<file path="config.mk">
export PLATFORM = sky130hd
export DESIGN_NAME = uart_rx_controller
export DESIGN_NICKNAME = d
export VERILOG_FILES = /design/src/rtl/uart_pkg.sv /design/src/rtl/sync_fifo.sv /design/src/rtl/uart_rx_controller.sv
export SDC_FILE = /design/constraint.sdc
export NUM_CORES = 1
export LEC_CHECK = 0
export CAP_MARGIN = 20
export CORE_UTILIZATION = 34
export DETAILED_ROUTE_END_ITERATION = 16
export DONT_BUFFER_PORTS = 1
export GPL_ROUTABILITY_DRIVEN = 0
export SLEW_MARGIN = 5
export SYNTH_ARGS = -nofsm -noshare
export SYNTH_HDL_FRONTEND = slang
export SYNTH_HIERARCHICAL = 1
export SYNTH_SLANG_ARGS = --single-unit
export TNS_END_PERCENT = 100
</file>
<file path="constraint.sdc">
create_clock -name clk -period 3.3 [get_ports clk]
set_input_delay 0.495 -clock clk [delete_from_list [all_inputs] [get_ports clk]]
set_output_delay 0.495 -clock clk [all_outputs]
set_load 0.01 [all_outputs]
</file>
<file path="src/rtl/uart_pkg.sv">
// uart_pkg: shared constants and types for the UART receive controller.
//   Bus addresses of the data and status/control registers, status and
//   control bit positions, and the bus handshake state type.
package uart_pkg;

    localparam logic [31:0] UART_ADDR_DATA = 32'hf000_0000;
    localparam logic [31:0] UART_ADDR_CTL  = 32'hf000_0004;

    localparam int ST_NOT_EMPTY = 0;
    localparam int ST_FULL      = 1;
    localparam int ST_OVERRUN   = 2;
    localparam int ST_FRAME_ERR = 3;
    localparam int ST_COUNT_LSB = 8;

    localparam int CTL_CLR_OVR = 2;
    localparam int CTL_CLR_FE  = 3;
    localparam int CTL_FLUSH   = 4;

    localparam logic [31:0] RDATA_EMPTY = 32'h8000_0000;

    typedef enum logic {
        IDLE = 1'b0,
        ACK  = 1'b1
    } rx_bus_state_t;

endpackage

</file>
<file path="src/rtl/sync_fifo.sv">
// sync_fifo: single-clock FIFO with flush; a push on a full FIFO is accepted
//   when a pop happens in the same cycle.
//   clk, rst   : clock, synchronous active-high reset
//   push, din  : write request and data (dropped when full without a pop)
//   pop, dout  : read request; dout shows the head combinationally
//   flush      : empties the FIFO; overrides a same-cycle push and pop
//   count      : occupancy, full, empty : occupancy flags
module sync_fifo #(
    parameter int WIDTH = 8,
    parameter int DEPTH = 16
) (
    input  logic                           clk,
    input  logic                           rst,
    input  logic                           push,
    input  logic                           pop,
    input  logic                           flush,
    input  logic [WIDTH-1:0]               din,
    output logic [WIDTH-1:0]               dout,
    output logic [$clog2(DEPTH+1)-1:0]     count,
    output logic                           full,
    output logic                           empty
);

    localparam int AW = $clog2(DEPTH);
    localparam int CW = $clog2(DEPTH+1);

    logic [WIDTH-1:0] mem [DEPTH];
    logic [AW-1:0]    wr_ptr;
    logic [AW-1:0]    rd_ptr;
    logic             do_push;
    logic             do_pop;

    assign empty   = count == '0;
    assign full    = count == CW'(DEPTH);
    assign do_pop  = pop && !empty;
    assign do_push = push && (!full || do_pop);
    assign dout    = mem[rd_ptr];

    // Storage has no reset so it can map onto distributed RAM.
    always_ff @(posedge clk) begin
        if (do_push && !flush)
            mem[wr_ptr] <= din;
    end

    // Pointers are exactly log2(DEPTH) bits, so they wrap on their own.
    always_ff @(posedge clk) begin
        if (rst || flush) begin
            wr_ptr <= '0;
            rd_ptr <= '0;
            count  <= '0;
        end else begin
            wr_ptr <= do_push ? wr_ptr + 1'b1 : wr_ptr;
            rd_ptr <= do_pop  ? rd_ptr + 1'b1 : rd_ptr;
            count  <= count + CW'(do_push) - CW'(do_pop);
        end
    end

endmodule

</file>
<file path="src/rtl/uart_rx_controller.sv">
// uart_rx_controller: memory-mapped UART receive controller with byte FIFO.
//   clk, rst             : clock, synchronous active-high reset
//   received, rx_byte    : byte-valid pulse and byte from the uart core
//   recv_error           : framing-error pulse from the uart core
//   mem_valid/addr/wdata/wstrb : CPU bus request (wstrb 1111 write, 0000 read)
//   mem_ready, mem_rdata : one-cycle acknowledge and registered read data
//   rx_not_empty         : FIFO holds at least one byte
module uart_rx_controller import uart_pkg::*; #(
    parameter int          DEPTH     = 16,
    parameter logic [31:0] ADDR_DATA = UART_ADDR_DATA,
    parameter logic [31:0] ADDR_CTL  = UART_ADDR_CTL
) (
    input  logic        clk,
    input  logic        rst,
    input  logic        received,
    input  logic [7:0]  rx_byte,
    input  logic        recv_error,
    input  logic        mem_valid,
    input  logic [31:0] mem_addr,
    input  logic [31:0] mem_wdata,
    input  logic [3:0]  mem_wstrb,
    output logic        mem_ready,
    output logic [31:0] mem_rdata,
    output logic        rx_not_empty
);

    localparam int CW = $clog2(DEPTH+1);

    rx_bus_state_t state;
    rx_bus_state_t state_next;

    logic [7:0]    head;
    logic [CW-1:0] count;
    logic          full;
    logic          empty;
    logic          sel_data;
    logic          sel_ctl;
    logic          sel;
    logic          is_rd;
    logic          is_wr;
    logic          accept;
    logic          pop;
    logic          ctl_wr;
    logic          flush;
    logic          clr_ovr;
    logic          clr_fe;
    logic          ovr_set;
    logic          overrun;
    logic          frame_err;
    logic [31:0]   status;
    logic [31:0]   rdata_next;
    logic [31:0]   rdata_q;
    logic          unused_wdata;

    assign unused_wdata = ^{mem_wdata[31:5], mem_wdata[1:0]};

    assign sel_data = mem_addr == ADDR_DATA;
    assign sel_ctl  = mem_addr == ADDR_CTL;
    assign sel      = mem_valid && (sel_data || sel_ctl);
    assign is_rd    = mem_wstrb == 4'b0000;
    assign is_wr    = mem_wstrb == 4'b1111;

    sync_fifo #(
        .WIDTH (8),
        .DEPTH (DEPTH)
    ) u_fifo (
        .clk   (clk),
        .rst   (rst),
        .push  (received),
        .pop   (pop),
        .flush (flush),
        .din   (rx_byte),
        .dout  (head),
        .count (count),
        .full  (full),
        .empty (empty)
    );

    always_ff @(posedge clk) begin
        state <= rst ? IDLE : state_next;
    end

    // mem_valid is ignored in ACK: the CPU drops it on the acknowledge edge.
    always_comb begin
        state_next = (state == IDLE && sel) ? ACK : IDLE;
    end

    always_comb begin
        accept  = state == IDLE && sel;
        pop     = accept && sel_data && is_rd && !empty;
        ctl_wr  = accept && sel_ctl && is_wr;
        flush   = ctl_wr && mem_wdata[CTL_FLUSH];
        clr_ovr = ctl_wr && mem_wdata[CTL_CLR_OVR];
        clr_fe  = ctl_wr && mem_wdata[CTL_CLR_FE];
        status  = '0;
        status[ST_NOT_EMPTY]         = !empty;
        status[ST_FULL]              = full;
        status[ST_OVERRUN]           = overrun;
        status[ST_FRAME_ERR]         = frame_err;
        status[ST_COUNT_LSB +: 8]    = 8'(count);
        rdata_next = !accept || !is_rd ? 32'h0 :
                     sel_ctl           ? status :
                     empty             ? RDATA_EMPTY : {24'h0, head};
    end

    // A byte arriving on a full FIFO is lost unless a same-cycle pop frees a
    // slot; a same-cycle flush discards it silently instead.
    assign ovr_set = received && full && !pop && !flush;

    always_ff @(posedge clk) begin
        if (rst) begin
            rdata_q   <= '0;
            overrun   <= 1'b0;
            frame_err <= 1'b0;
        end else begin
            rdata_q   <= rdata_next;
            overrun   <= ovr_set ? 1'b1 : clr_ovr ? 1'b0 : overrun;
            frame_err <= recv_error ? 1'b1 : clr_fe ? 1'b0 : frame_err;
        end
    end

    assign mem_ready    = state == ACK;
    assign mem_rdata    = rdata_q;
    assign rx_not_empty = !empty;

endmodule
</file>
# Word level (Yosys, flattened, before mapping)

Memory sizes are Yosys's and may differ from the RTL's. A register that Yosys moved wholly into a read port is not among the register bits.
Index checks and enable logic that the tools add are counted.

Add/sub/neg operators: 4
Equality and inequality tests: 4
Muxes and demuxes: 11
Bitwise gates (word level): 1
Reduce and logical (&&, ||, !) cells: 33

Operator list:

| kind                   | count |
|---|---|
| $eq A32 B32 Y1 const B | 2 |
| $mux W32               | 1 |
| $logic_and A1 B1 Y1    | 16 |
| $mux W13               | 1 |
| $add A4 B1 Y4 const B  | 2 |
| $mux W4                | 2 |
| $mux W1                | 7 |
| $logic_not A1 Y1       | 6 |
| $add A5 B1 Y5          | 1 |
| $eq A5 B5 Y1 const B   | 1 |
| $logic_not A5 Y1       | 1 |
| $sub A5 B1 Y5          | 1 |
| $eq A4 B4 Y1 const B   | 1 |
| $logic_not A4 Y1       | 1 |
| $logic_or A1 B1 Y1     | 4 |
| $reduce_bool A2 Y1     | 2 |
| $reduce_or A4 Y1       | 1 |
| $reduce_or A3 Y1       | 1 |
| $reduce_or A2 Y1       | 1 |
| $not A1 Y1             | 1 |

Register bits after elaboration: 48
Memory bits (writable): 128
Input port bits: 81
Output and inout bits: 34
Memories kept: 1

Memory list:

| name       | depth | bits a word | read ports | clocked after memory_dff | wr ports | RTL line        | source |
|---|---|---|---|---|---|---|---|
| u_fifo.mem | 16    | 8           | 1          | 1                        | 1        | sync_fifo.sv:27 | `logic [WIDTH-1:0] mem [DEPTH];` |

# Longest topological paths before layout

Gate-level depths: netlist of the first run.

Depth in word-level cells: 13
Depth in mapped cells: 18
Mapped depth without buffers: 17

# Modules after synthesis

Netlist of the first run, hierarchy kept.

By module, submodules not included:

| module             | instances | cells each | area an instance (sq um) |
|---|---|---|---|
| sync_fifo          | 1         | 313        | 5813.1 |
| uart_rx_controller | 1         | 101        | 1047.3 |

# Least setup slack after synthesis of the first run

No wires, ideal clock.

Path kind: flip-flop to flip-flop
Start: register u_fifo.count[3]
End: register u_fifo.count[4]
Setup time: 0.071 ns
Arrival time: 3.361 ns
Required time: 3.229 ns
Path slack: -0.132 ns
Cell stages (with the launch flop): 18
Path buffers: 1
Period minus slack after synthesis: 3.432 ns
Cell sequence: dfxtp_1 inv_1 ha_1 or4b_1 inv_1 inv_1 nand4_1 nor3_1 buf_2 o21ai_1 ha_1 inv_1 ha_1 fa_1 a21oi_1 nor2_1 or3_1 a21oi_1

Word-level cells in the longest chain between the ends: 8

RTL lines:

| what                   | RTL line                 | source |
|---|---|---|
| start, declared        | sync_fifo.sv:19          | `output logic [$clog2(DEPTH+1)-1:0] count,` |
| start signal, assigned | sync_fifo.sv:54          | `count <= count + CW'(do_push) - CW'(do_pop);` |
| $logic_not A5 Y1 *     | sync_fifo.sv:33          | `assign empty = count == '0;` |
| net empty              | uart_rx_controller.sv:35 | `logic empty;` |
| $logic_not A1 Y1 *     | --                       |  |
| net rx_not_empty       | uart_rx_controller.sv:24 | `output logic rx_not_empty` |
| $logic_and A1 B1 Y1 *  | uart_rx_controller.sv:90 | `pop = accept && sel_data && is_rd && !empty;` |
| net pop                | uart_rx_controller.sv:42 | `logic pop;` |
| $logic_and A1 B1 Y1 *  | sync_fifo.sv:35          | `assign do_pop = pop && !empty;` |
| $logic_or A1 B1 Y1     | sync_fifo.sv:36          | `assign do_push = push && (!full \|\| do_pop);` |
| $logic_and A1 B1 Y1    | sync_fifo.sv:36          |  |
| $add A5 B1 Y5          | sync_fifo.sv:54          |  |
| $sub A5 B1 Y5 *        | sync_fifo.sv:54          |  |

The timed path passes the listed nets; every way through them passes the cells marked *.
A chain may end at the register's enable or synchronous reset.

# Worst setup path after layout of the first run

Start: register u_fifo.count[3]
End: register u_fifo.count[4]

Word-level cells in the longest chain between the ends: 8

RTL lines:

| what                  | RTL line |
|---|---|
| $logic_not A5 Y1 *    | sync_fifo.sv:33 |
| net empty             | uart_rx_controller.sv:35 |
| $logic_not A1 Y1 *    | uart_rx_controller.sv:90 |
| $logic_and A1 B1 Y1 * | uart_rx_controller.sv:90 |
| net pop               | uart_rx_controller.sv:42 |
| $logic_and A1 B1 Y1 * | sync_fifo.sv:35 |
| $logic_or A1 B1 Y1    | sync_fifo.sv:36 |
| $logic_and A1 B1 Y1   | sync_fifo.sv:36 |
| $add A5 B1 Y5         | sync_fifo.sv:54 |
| $sub A5 B1 Y5 *       | sync_fifo.sv:54 |

Marks and branches as above.

==> run_results.csv, run 1 <==
group,metric,value,unit
critical_path,arrival,3.47,ns
logic_synthesis,synth_edf_count,128,
logic_synthesis,ys_async_sr_fraction,0,%
critical_path,rr_endpoint,"u_fifo/count[4]",
detailed_routing,ant_nets,0,
critical_path,reg2reg_slack,0.18,ns
clock_network,root_buffer,"clkbuf_16",
logic_synthesis,synth.top_cell.area_share,56.0,%
detailed_routing,drc,0,
logic_synthesis,seq_area_frac_synth,65.9,%
grt,grt_usage,14.0,%
floorplanning,dieWidth,144,um
power,pwr-share-comb,11.0,%
logic_synthesis,synth_cell_types,53,
timing,fin_crit,3.12,ns
power,netSwitchingPower,1.06,mW
logic_synthesis,synth_flop_cell,"edfxtp_1",
worst_hold_path,hold_end,"mem_ready",
timing,skew,0.00692,ns
critical_path,endpoint_kind,"register",
critical_path,worstPathMaxFanout,5,
floorplanning,core_area,19600,um^2
detailed_routing,avgRoutedWirePerCell,19.0,um
critical_path,cp.required,3.65,ns
power,p_per_area,599,nW/um^2
clock_network,cts_htree_levels,4,
timing,grt_setup_unrepaired,"no",
detailed_routing,drt_wl_total,13700,um
logic_synthesis,ys_seq_elements,162,
clock_network,clkSlewWorstSetupHoldPaths,0.06,ns
timing,fmax,320,MHz
run,drv_cap,0,
critical_path,worstSetupPathType,"register to register",
worst_hold_path,min_path_type,"primary input to register",
timing,fin_crit_sh,94.6,%
critical_path,r2r_start,"u_fifo/count[3]",
logic_synthesis,syn_area_per_cell,16.6,um^2
logic_synthesis,synth_area,6860,um^2
placed_design,dp_hpwl,9390,um
floorplanning,die_y,144,um
run_status,outcome,"completed",
finish,antenna_cells,0,
grt,grt_pass1_wl,20800,um
grt,grt_overflow,0,
timing,setup_viol_count_final,0,
grt,grt_max_degree,33,
grt,grt_pass1_vias,3763,
power,p_leak,2.59,nW
timing,worst_slack,0.177,ns
critical_path,cp-startpoint,"u_fifo/count[3]",
floorplanning,fp-row-count,51,
power,p_int,3.60,mW
floorplanning,ios,115,
clock_network,cts_buffers,17,
finish,area_growth,13.5,%
critical_path,cp-start-kind,"register",
logic_synthesis,synthCells,414,
timing,tns,0,ns
logic_synthesis,yosys_warnings,6,
finish,nets,536,
power,sw_frac_of_total,22.8,%
clock_network,cts_tree,"done",
floorplanning,start_util,35.0,%
placed_design,dp_slack,-0.0335,ns
clock_network,clk_latency,0.42,ns
clock_network,cts.sinks,162,
finish,nFillCells,1798,
finish,layout_commonest_cell,"edfxtp_1",
worst_hold_path,min-delay-start,"rst",
finish,drive_gt1_share,25.1,%
timing,drv_slew,0,
timing,timing_hold_violations_final,0,
logic_synthesis,synthTopCellsByArea,"edfxtp_1 56%, dfxtp_1 9.9%, mux4_2 5.9%, mux4_1 5.4%, buf_4 2.2%",
detailed_routing,first_iter_violations,258,
worst_hold_path,worstHoldPathCells,1,
grt,antenna_found_initial,0,
timing,slew_headroom,34.2,%
clock_network,clock_path_buffers,2,
timing,tightest_slew,0.983,ns
detailed_routing,vias,3599,
critical_path,reg2reg_depth,16,
power,p_seq_share,49.5,%
power,clkPwrFrac,39.5,%
power,irDropWorstVdd,346,uV
finish,most-common-layout-cells,"128 x edfxtp_1, 31 x dfxtp_1, 29 x nor2_1",
logic_synthesis,synth_top_cell_by_area,"edfxtp_1",
detailed_routing,firstDrtPassIters,4,
placed_design,io_buffers,0,
detailed_routing,viasPerCell,5.00,
floorplanning,dieArea,20700,um^2
-- worst max path at each step --
stage | to | slack (ns)
finish | u_fifo/count[4] | 0.18
global placement | u_fifo/count[4] | -0.007
global route | u_fifo/count[4] | 0.003
detailed placement | u_fifo/count[4] | -0.03
CTS | u_fifo/count[4] | 0.02
floorplan | u_fifo/count[4] | 0.005
-- routing by layer --
layer	global-route usage [%]	share of wire (%)
met1	17.8	43
met2	22.7	49
met3	4.50	6.6
met4	4.20	0.97
met5	0	0
-- cells in the mapped netlist, types with 2 or more instances --
library cell / count
edfxtp_1: 128
dfxtp_1: 34
nor2_1: 30
nand2_1: 24
buf_4: 20
mux4_2: 18
inv_1: 17
a22oi_1: 16
mux4_1: 14
ha_1: 11
a21oi_1: 7
nor3_2: 7
nand3_1: 6
buf_2: 5
buf_6: 5
xor2_1: 5
nand4_1: 4
nor4_2: 4
nor4b_1: 4
and2_1: 3
and4_1: 3
clkdlybuf4s25_2: 3
nor2b_1: 3
nor4_4: 3
o311ai_1: 3
xnor2_1: 3
and2b_1: 2
and3_1: 2
nand4_2: 2
o211ai_1: 2
o21ai_0: 2
o41ai_1: 2
or2_2: 2
-- metrics by stage --
step | cells | utilization [%] | instance area (um^2) | total power, mW | hold slack, ns
floorplan | 431 | - | 6930 | 2.67 | 0.442
global placement | 687 | 36.7 | 7190 | 2.80 | 0.478
global route | 720 | 39.8 | 7790 | 4.85 | 0.118
detailed placement | 687 | 36.7 | 7190 | 2.82 | 0.485
CTS | 718 | 39.5 | 7740 | 4.66 | 0.121
finish | 720 | 39.8 | 7790 | 4.66 | 0.143
-- power by group through the flow --
stage | clock network, mW | registers, mW | logic (mW)
after floorplan | 0 | 2.34 | 0.328
after global placement | 0 | 2.34 | 0.460
after detailed placement | 0 | 2.35 | 0.472
after CTS | 1.88 | 2.31 | 0.478
after global routing | 1.97 | 2.32 | 0.573
final | 1.84 | 2.31 | 0.515
-- sequential cells by signal, indices dropped and copies added (netlist names), named ones only --
| signal | flops |
|---|---|
| u_fifo/mem | 128 |
| mem_rdata | 14 |
| u_fifo/count | 5 |
| u_fifo/rd_ptr | 4 |
| u_fifo/wr_ptr | 4 |
| frame_err | 1 |
| mem_ready | 1 |
| overrun | 1 |
-- logic make-up after synthesis --
| group | count (synthesis) | synth area share (%) |
|---|---|---|
| mux | 32 | 11.3 |
| flops | 162 | 65.9 |
| simple gates | 110 | 10.7 |
| buf+inv | 52 | 4.85 |
| xor+xnor | 8 | 1.02 |
| compound gates | 37 | 3.83 |
| fa+ha+maj | 12 | 2.30 |
| other cells | 1 | 0.0547 |
-- layout make-up --
type                       instances  area, um^2  area share, %
sequential                       162        4530           58.1
multi-input combinational        217        2110           27.0
clock buffer                      18         429           5.51
tap                              265         332           4.26
timing repair buffer              28         210           2.70
clock inverter                    13         120           1.54
inverter                          17        63.8          0.819
-- worst max-delay path, cell delays in order, from the launching register on --
cell and delay (ns):
dfxtp_2 0.33, inv_2 0.04, ha_2 0.17, or4b_4 0.21, inv_2 0.04, inv_2 0.05, nand4_1 0.14, nor3_4 0.41
o21ai_2 0.10, ha_1 0.28, inv_1 0.04, ha_2 0.18, fa_2 0.38, a21oi_2 0.14, nor2_2 0.05, or3_1 0.38
a21oi_2 0.13
-- what timing repair did --
action,4_1_cts,5_1_grt
endpoints found under the setup margin,1,1
setup buffers,0,3
pin swaps,0,8
hold buffers,0,0
resized for setup,1,13
Note: power is estimated with default switching activity, not from simulation.
==> run 2: changes to the inputs <==
CORE_ASPECT_RATIO = 1.75   (was not set)
==> run 2 against run 1 <==
Effect of this change: critical path depth unchanged; sequential share of layout area decreased by 0.19 points; combinational power increased by 2%; sequential power about the same; critical endpoint unchanged; critical path type unchanged.
==> run_results.csv, run 2 (synthesis gave the netlist of run 1 again) <==
group,metric,value,unit
detailed_routing,first_iter_violations,277,
power,p_leak,2.62,nW
floorplanning,dieArea,20800,um^2
finish,largest_register_ffs,128,
power,netSwitchingPower,1.16,mW
timing,fin_crit,3.12,ns
timing,setup_viol_count_final,0,
power,irDropWorstVdd,406,uV
timing,slew_headroom,30.4,%
placed_design,dpl_cell_area,7190,um^2
critical_path,r2r_start,"u_fifo/count[3]",
detailed_routing,firstDrtPassIters,4,
finish,top_register,"u_fifo/mem",
finish,final_util,39.6,%
grt,grt_pass1_vias,3876,
clock_network,cts_buffers,17,
worst_hold_path,min_path_type,"primary input to register",
timing,tns,0,ns
placed_design,dpl.cell_count,668,
detailed_routing,drt_wl_total,14200,um
clock_network,cts_htree_levels,4,
floorplanning,ios,115,
power,clkPwrFrac,40.5,%
detailed_routing,viasPerCell,5.15,
run,drv_cap,0,
grt,grt_pass1_wl,21400,um
timing,drv_slew,0,
timing,tightest_slew,1.04,ns
placed_design,io_buffers,0,
clock_network,cts_tree,"done",
finish,nets,535,
floorplanning,fp-row-count,68,
finish,drive_gt1_share,25.1,%
floorplanning,start_util,34.8,%
timing,fmax,320,MHz
critical_path,arrival,3.49,ns
power,pwr-share-comb,11.0,%
finish,most-common-layout-cells,"128 x edfxtp_1, 33 x dfxtp_1, 30 x nor2_1",
critical_path,cp-start-kind,"register",
critical_path,cp.required,3.66,ns
placed_design,dp_hpwl,9880,um
floorplanning,die_y,190,um
clock_network,clkSlewWorstSetupHoldPaths,0.07,ns
grt,grt_usage,14.5,%
grt,antenna_found_initial,0,
finish,final_cells,700,
grt,grt_overflow,0,
critical_path,reg2reg_depth,16,
floorplanning,core_area,19700,um^2
critical_path,rr_endpoint,"u_fifo/count[4]",
critical_path,worstPathMaxFanout,6,
timing,grt_setup_unrepaired,"no",
timing,skew,0.0165,ns
finish,layout_commonest_cell,"edfxtp_1",
floorplanning,dieWidth,109,um
power,p_per_area,607,nW/um^2
run_status,outcome,"completed",
detailed_routing,ant_nets,0,
detailed_routing,avgRoutedWirePerCell,20.3,um
power,p_seq_share,48.5,%
power,sw_frac_of_total,24.5,%
clock_network,root_buffer,"clkbuf_16",
critical_path,endpoint_kind,"register",
critical_path,reg2reg_slack,0.18,ns
detailed_routing,drc,0,
critical_path,worstSetupPathType,"register to register",
finish,area_growth,13.8,%
finish,antenna_cells,0,
detailed_routing,vias,3608,
grt,grt_max_degree,33,
critical_path,worstSetupEndpoint,"u_fifo/count[4]",
clock_network,clk_latency,0.43,ns
clock_network,cts.sinks,162,
timing,fin_crit_sh,94.7,%
finish,final_area,7810,um^2
timing,timing_hold_violations_final,0,
clock_network,clock_path_buffers,2,
power,p_int,3.58,mW
critical_path,cp-startpoint,"u_fifo/count[3]",
clock_network,cts_hold_buffers,0,
==> run 2: worst min path at each step <==
stage	startpoint	to	slack [ns]	cells after the start
5_1_grt	rst	frame_err	0.11	1
6_report	rst	frame_err	0.13	1
2_1_floorplan	overrun	mem_rdata[2]	0.44	2
3_5_place_dp	frame_err	mem_rdata[3]	0.47	2
3_3_place_gp	frame_err	mem_rdata[3]	0.47	2
4_1_cts	rst	frame_err	0.12	1
==> run 2: area by class of cell <==
| cell class | instances | area [um^2] |
|---|---|---|
| fill | 1795 | 11900 |
| sequential | 162 | 4530 |
| multi-input combinational | 217 | 2110 |
| clock buffer | 19 | 475 |
| tap | 245 | 307 |
| timing repair buffer | 27 | 215 |
| clock inverter | 13 | 110 |
| inverter | 17 | 63.8 |
==> run 2: layer usage <==
layer	global-route usage (%)	part of all wire, %	wire, um	vias to the layer above
met3	3.32	4.6	658	20
met4	7.03	2.9	414	0
met2	27.6	58	8230	134
met1	14.3	35	4910	1815
li1	-	-	-	1639
met5	0	0	0	-
==> run 2: power by group through the flow <==
stage,Sequential [mW],Combinational [mW],Clock [mW]
after floorplan,2.34,0.328,0
after global placement,2.34,0.478,0
after detailed placement,2.34,0.492,0
after CTS,2.30,0.499,1.95
after global routing,2.31,0.571,2.03
final,2.30,0.524,1.92
==> run 2: stage by stage <==
stage | setup WS, ns | hold slack [ns] | total power, mW
floorplan | 0.00485 | 0.442 | 2.67
global route | 0.0114 | 0.114 | 4.90
global placement | 0.00939 | 0.474 | 2.82
CTS | 0.0115 | 0.115 | 4.75
finish | 0.176 | 0.127 | 4.74
detailed placement | -0.0534 | 0.473 | 2.83
==> run 2: worst max-delay path: stages (launching register included) <==
cell	delay [ns]
dfxtp_1	0.34
inv_2	0.06
ha_4	0.16
or4b_4	0.22
inv_2	0.04
inv_1	0.09
nand4_1	0.14
nor3_4	0.33
o21ai_2	0.12
ha_1	0.28
inv_1	0.04
ha_2	0.18
fa_2	0.37
a21oi_2	0.12
nor2_1	0.05
or3_1	0.38
a21oi_2	0.13
==> run 2: timing repair <==
| action | 4_1_cts | 5_1_grt |
|---|---|---|
| pin swaps | 0 | 3 |
| buffers inserted | 0 | 1 |
| setup endpoints to repair | 1 | 1 |
| gates resized for setup | 2 | 9 |
==> run 3: changes to the inputs <==
GPL_ROUTABILITY_DRIVEN = not set   (was 0)
REMOVE_ABC_BUFFERS = 1   (was not set)
clock period = 3.85 ns   (was 3.3 ns; I/O delays follow)
==> run 3 against run 2 <==
Effect of this change: sequential power down 14%; maximum frequency shrank 12%; largest power group unchanged; final area is 1.1% lower; core utilization is 0.44 points lower; setup slack better by 0.12 ns; count of clock-buffer cells in the layout down 2; register-to-register slack improved by 0.12 ns; clock skew decreased by 0.0035 ns; combinational power shrank 27%.
==> run_results.csv, run 3 (synthesis gave the netlist of run 1 again) <==
group,metric,value,unit
detailed_routing,ant_nets,0,
grt,grt_pass1_wl,21000,um
finish,most-common-layout-cells,"128 x edfxtp_1, 32 x dfxtp_1, 30 x nor2_1",
timing,fmax,282,MHz
clock_network,cts_resized,0,
clock_network,clock_path_buffers,2,
detailed_routing,avgRoutedWirePerCell,19.5,um
worst_hold_path,worstHoldPathCells,1,
floorplanning,die_y,190,um
finish,antenna_cells,0,
run_status,outcome,"completed",
finish,final_area,7720,um^2
power,p_leak,2.59,nW
finish,top_register,"u_fifo/mem",
detailed_routing,viasPerCell,5.19,
floorplanning,core_area,19700,um^2
timing,tightest_slew,0.908,ns
critical_path,r2r_start,"u_fifo/count[2]",
floorplanning,ios,115,
clock_network,clkSlewWorstSetupHoldPaths,0.07,ns
critical_path,cp-start-kind,"register",
timing,tns,0,ns
critical_path,arrival,3.91,ns
placed_design,io_buffers,0,
power,finalPower,3.95,mW
floorplanning,dieWidth,109,um
power,p_per_area,512,nW/um^2
grt,grt_usage,14.3,%
critical_path,reg2reg_depth,16,
critical_path,cp.required,4.21,ns
timing,fin_crit,3.55,ns
placed_design,dp_hpwl,9730,um
grt,antenna_found_initial,0,
critical_path,worstPathMaxFanout,4,
critical_path,endpoint_kind,"register",
finish,final_cells,699,
grt,use_met3,3.56,%
detailed_routing,drt_wl_total,13600,um
floorplanning,dieArea,20800,um^2
grt,grt_pass1_vias,3826,
worst_hold_path,hold_end,"frame_err",
timing,grt_setup_unrepaired,"no",
critical_path,worstSetupPathType,"register to register",
worst_hold_path,min-delay-start,"rst",
clock_network,cts_hold_buffers,0,
clock_network,cts.sinks,162,
floorplanning,fp-row-count,68,
worst_hold_path,min_path_type,"primary input to register",
timing,slew_headroom,39.2,%
grt,met1_usage,13.1,%
clock_network,cts_htree_levels,4,
grt,grt_overflow,0,
finish,final_util,39.1,%
detailed_routing,firstDrtPassIters,4,
finish,area_growth,12.6,%
detailed_routing,first_iter_violations,260,
placed_design,dp_slack,0.252,ns
detailed_routing,vias,3629,
timing,timing_hold_violations_final,0,
timing,fin_crit_sh,92.3,%
placed_design,dpl.cell_count,667,
detailed_routing,drc,0,
placed_design,dpl_cell_area,7160,um^2
placed_design,gp_congestion,0.752,
clock_network,cts_tree,"done",
finish,nets,534,
grt,grt-busiest-layer,"met2",
clock_network,clk_latency,0.43,ns
finish,layout_commonest_cell,"edfxtp_1",
power,irDropWorstVdd,337,uV
grt,grt_max_degree,33,
timing,worst_slack,0.298,ns
floorplanning,start_util,34.8,%
critical_path,reg2reg_slack,0.30,ns
run,drv_cap,0,
grt,met2_usage,27.8,%
timing,drv_slew,0,
critical_path,rr_endpoint,"u_fifo/count[4]",
clock_network,cts_buffers,17,
finish,nFillCells,1786,
clock_network,cts_setup_buffers,0,
timing,whs,0.207,ns
timing,skew,0.0130,ns
clock_network,root_buffer,"clkbuf_16",
finish,drive_gt1_share,22.5,%
timing,setup_viol_count_final,0,
finish,largest_register_ffs,128,
[run 3: cell count changes in the layout (fill, tap and decap cells not counted), sizes merged]
cell / before / now
buf: 27 / 26
clkbuf: 19 / 17
clkinv: 5 / 3
inv: 25 / 29
[run 3: critical path: stages, from the launching register on]
cell and delay [ns]:
dfxtp_1 0.37, inv_1 0.08, ha_1 0.22, or4b_1 0.21, inv_1 0.06, inv_1 0.08
nand4_1 0.10, nor3_1 0.50, o21ai_1 0.20, ha_1 0.32, inv_1 0.04, ha_1 0.20
fa_1 0.41, a21oi_1 0.16, nor2_1 0.06, or3_1 0.34, a21oi_1 0.15
[run 3: area by class of cell]
type                    instances  area [um^2]  share of cell area [%]
flip-flops and latches        162         4530                    58.6
well taps                     245          307                    3.97
clock inverters                15          138                    1.78
multi-input cells             217         2070                    26.8
clock buffers                  17          425                    5.51
repair buffers                 26          195                    2.53
inverters                      17         63.8                   0.826
[run 3: per-layer routing]
| metal | up-vias | wire [um] |
|---|---|---|
| li1 | 1635 | - |
| met1 | 1829 | 4510 |
| met2 | 141 | 8000 |
| met3 | 24 | 735 |
| met4 | 0 | 397 |
| met5 | - | 0 |
[run 3: power breakdown]
part	internal, mW	total, mW	switching (mW)	leakage (nW)
sequential	1.95	1.98	0.0302	1.43
clock	0.855	1.59	0.739	0.284
combinational	0.161	0.382	0.221	0.874
total	2.96	3.95	0.989	2.59
[run 3: worst max-delay path by stage]
stage | startpoint | end | slack (ns) | cells after the start
3_3_place_gp | mem_addr[7] | u_fifo/count[4] | 0.25 | 12
2_1_floorplan | mem_addr[7] | u_fifo/count[4] | 0.21 | 12
3_5_place_dp | mem_wstrb[1] | u_fifo/count[4] | 0.25 | 12
6_report | u_fifo/count[2] | u_fifo/count[4] | 0.30 | 16
4_1_cts | u_fifo/count[2] | u_fifo/count[4] | 0.23 | 16
5_1_grt | u_fifo/count[2] | u_fifo/count[4] | 0.05 | 16
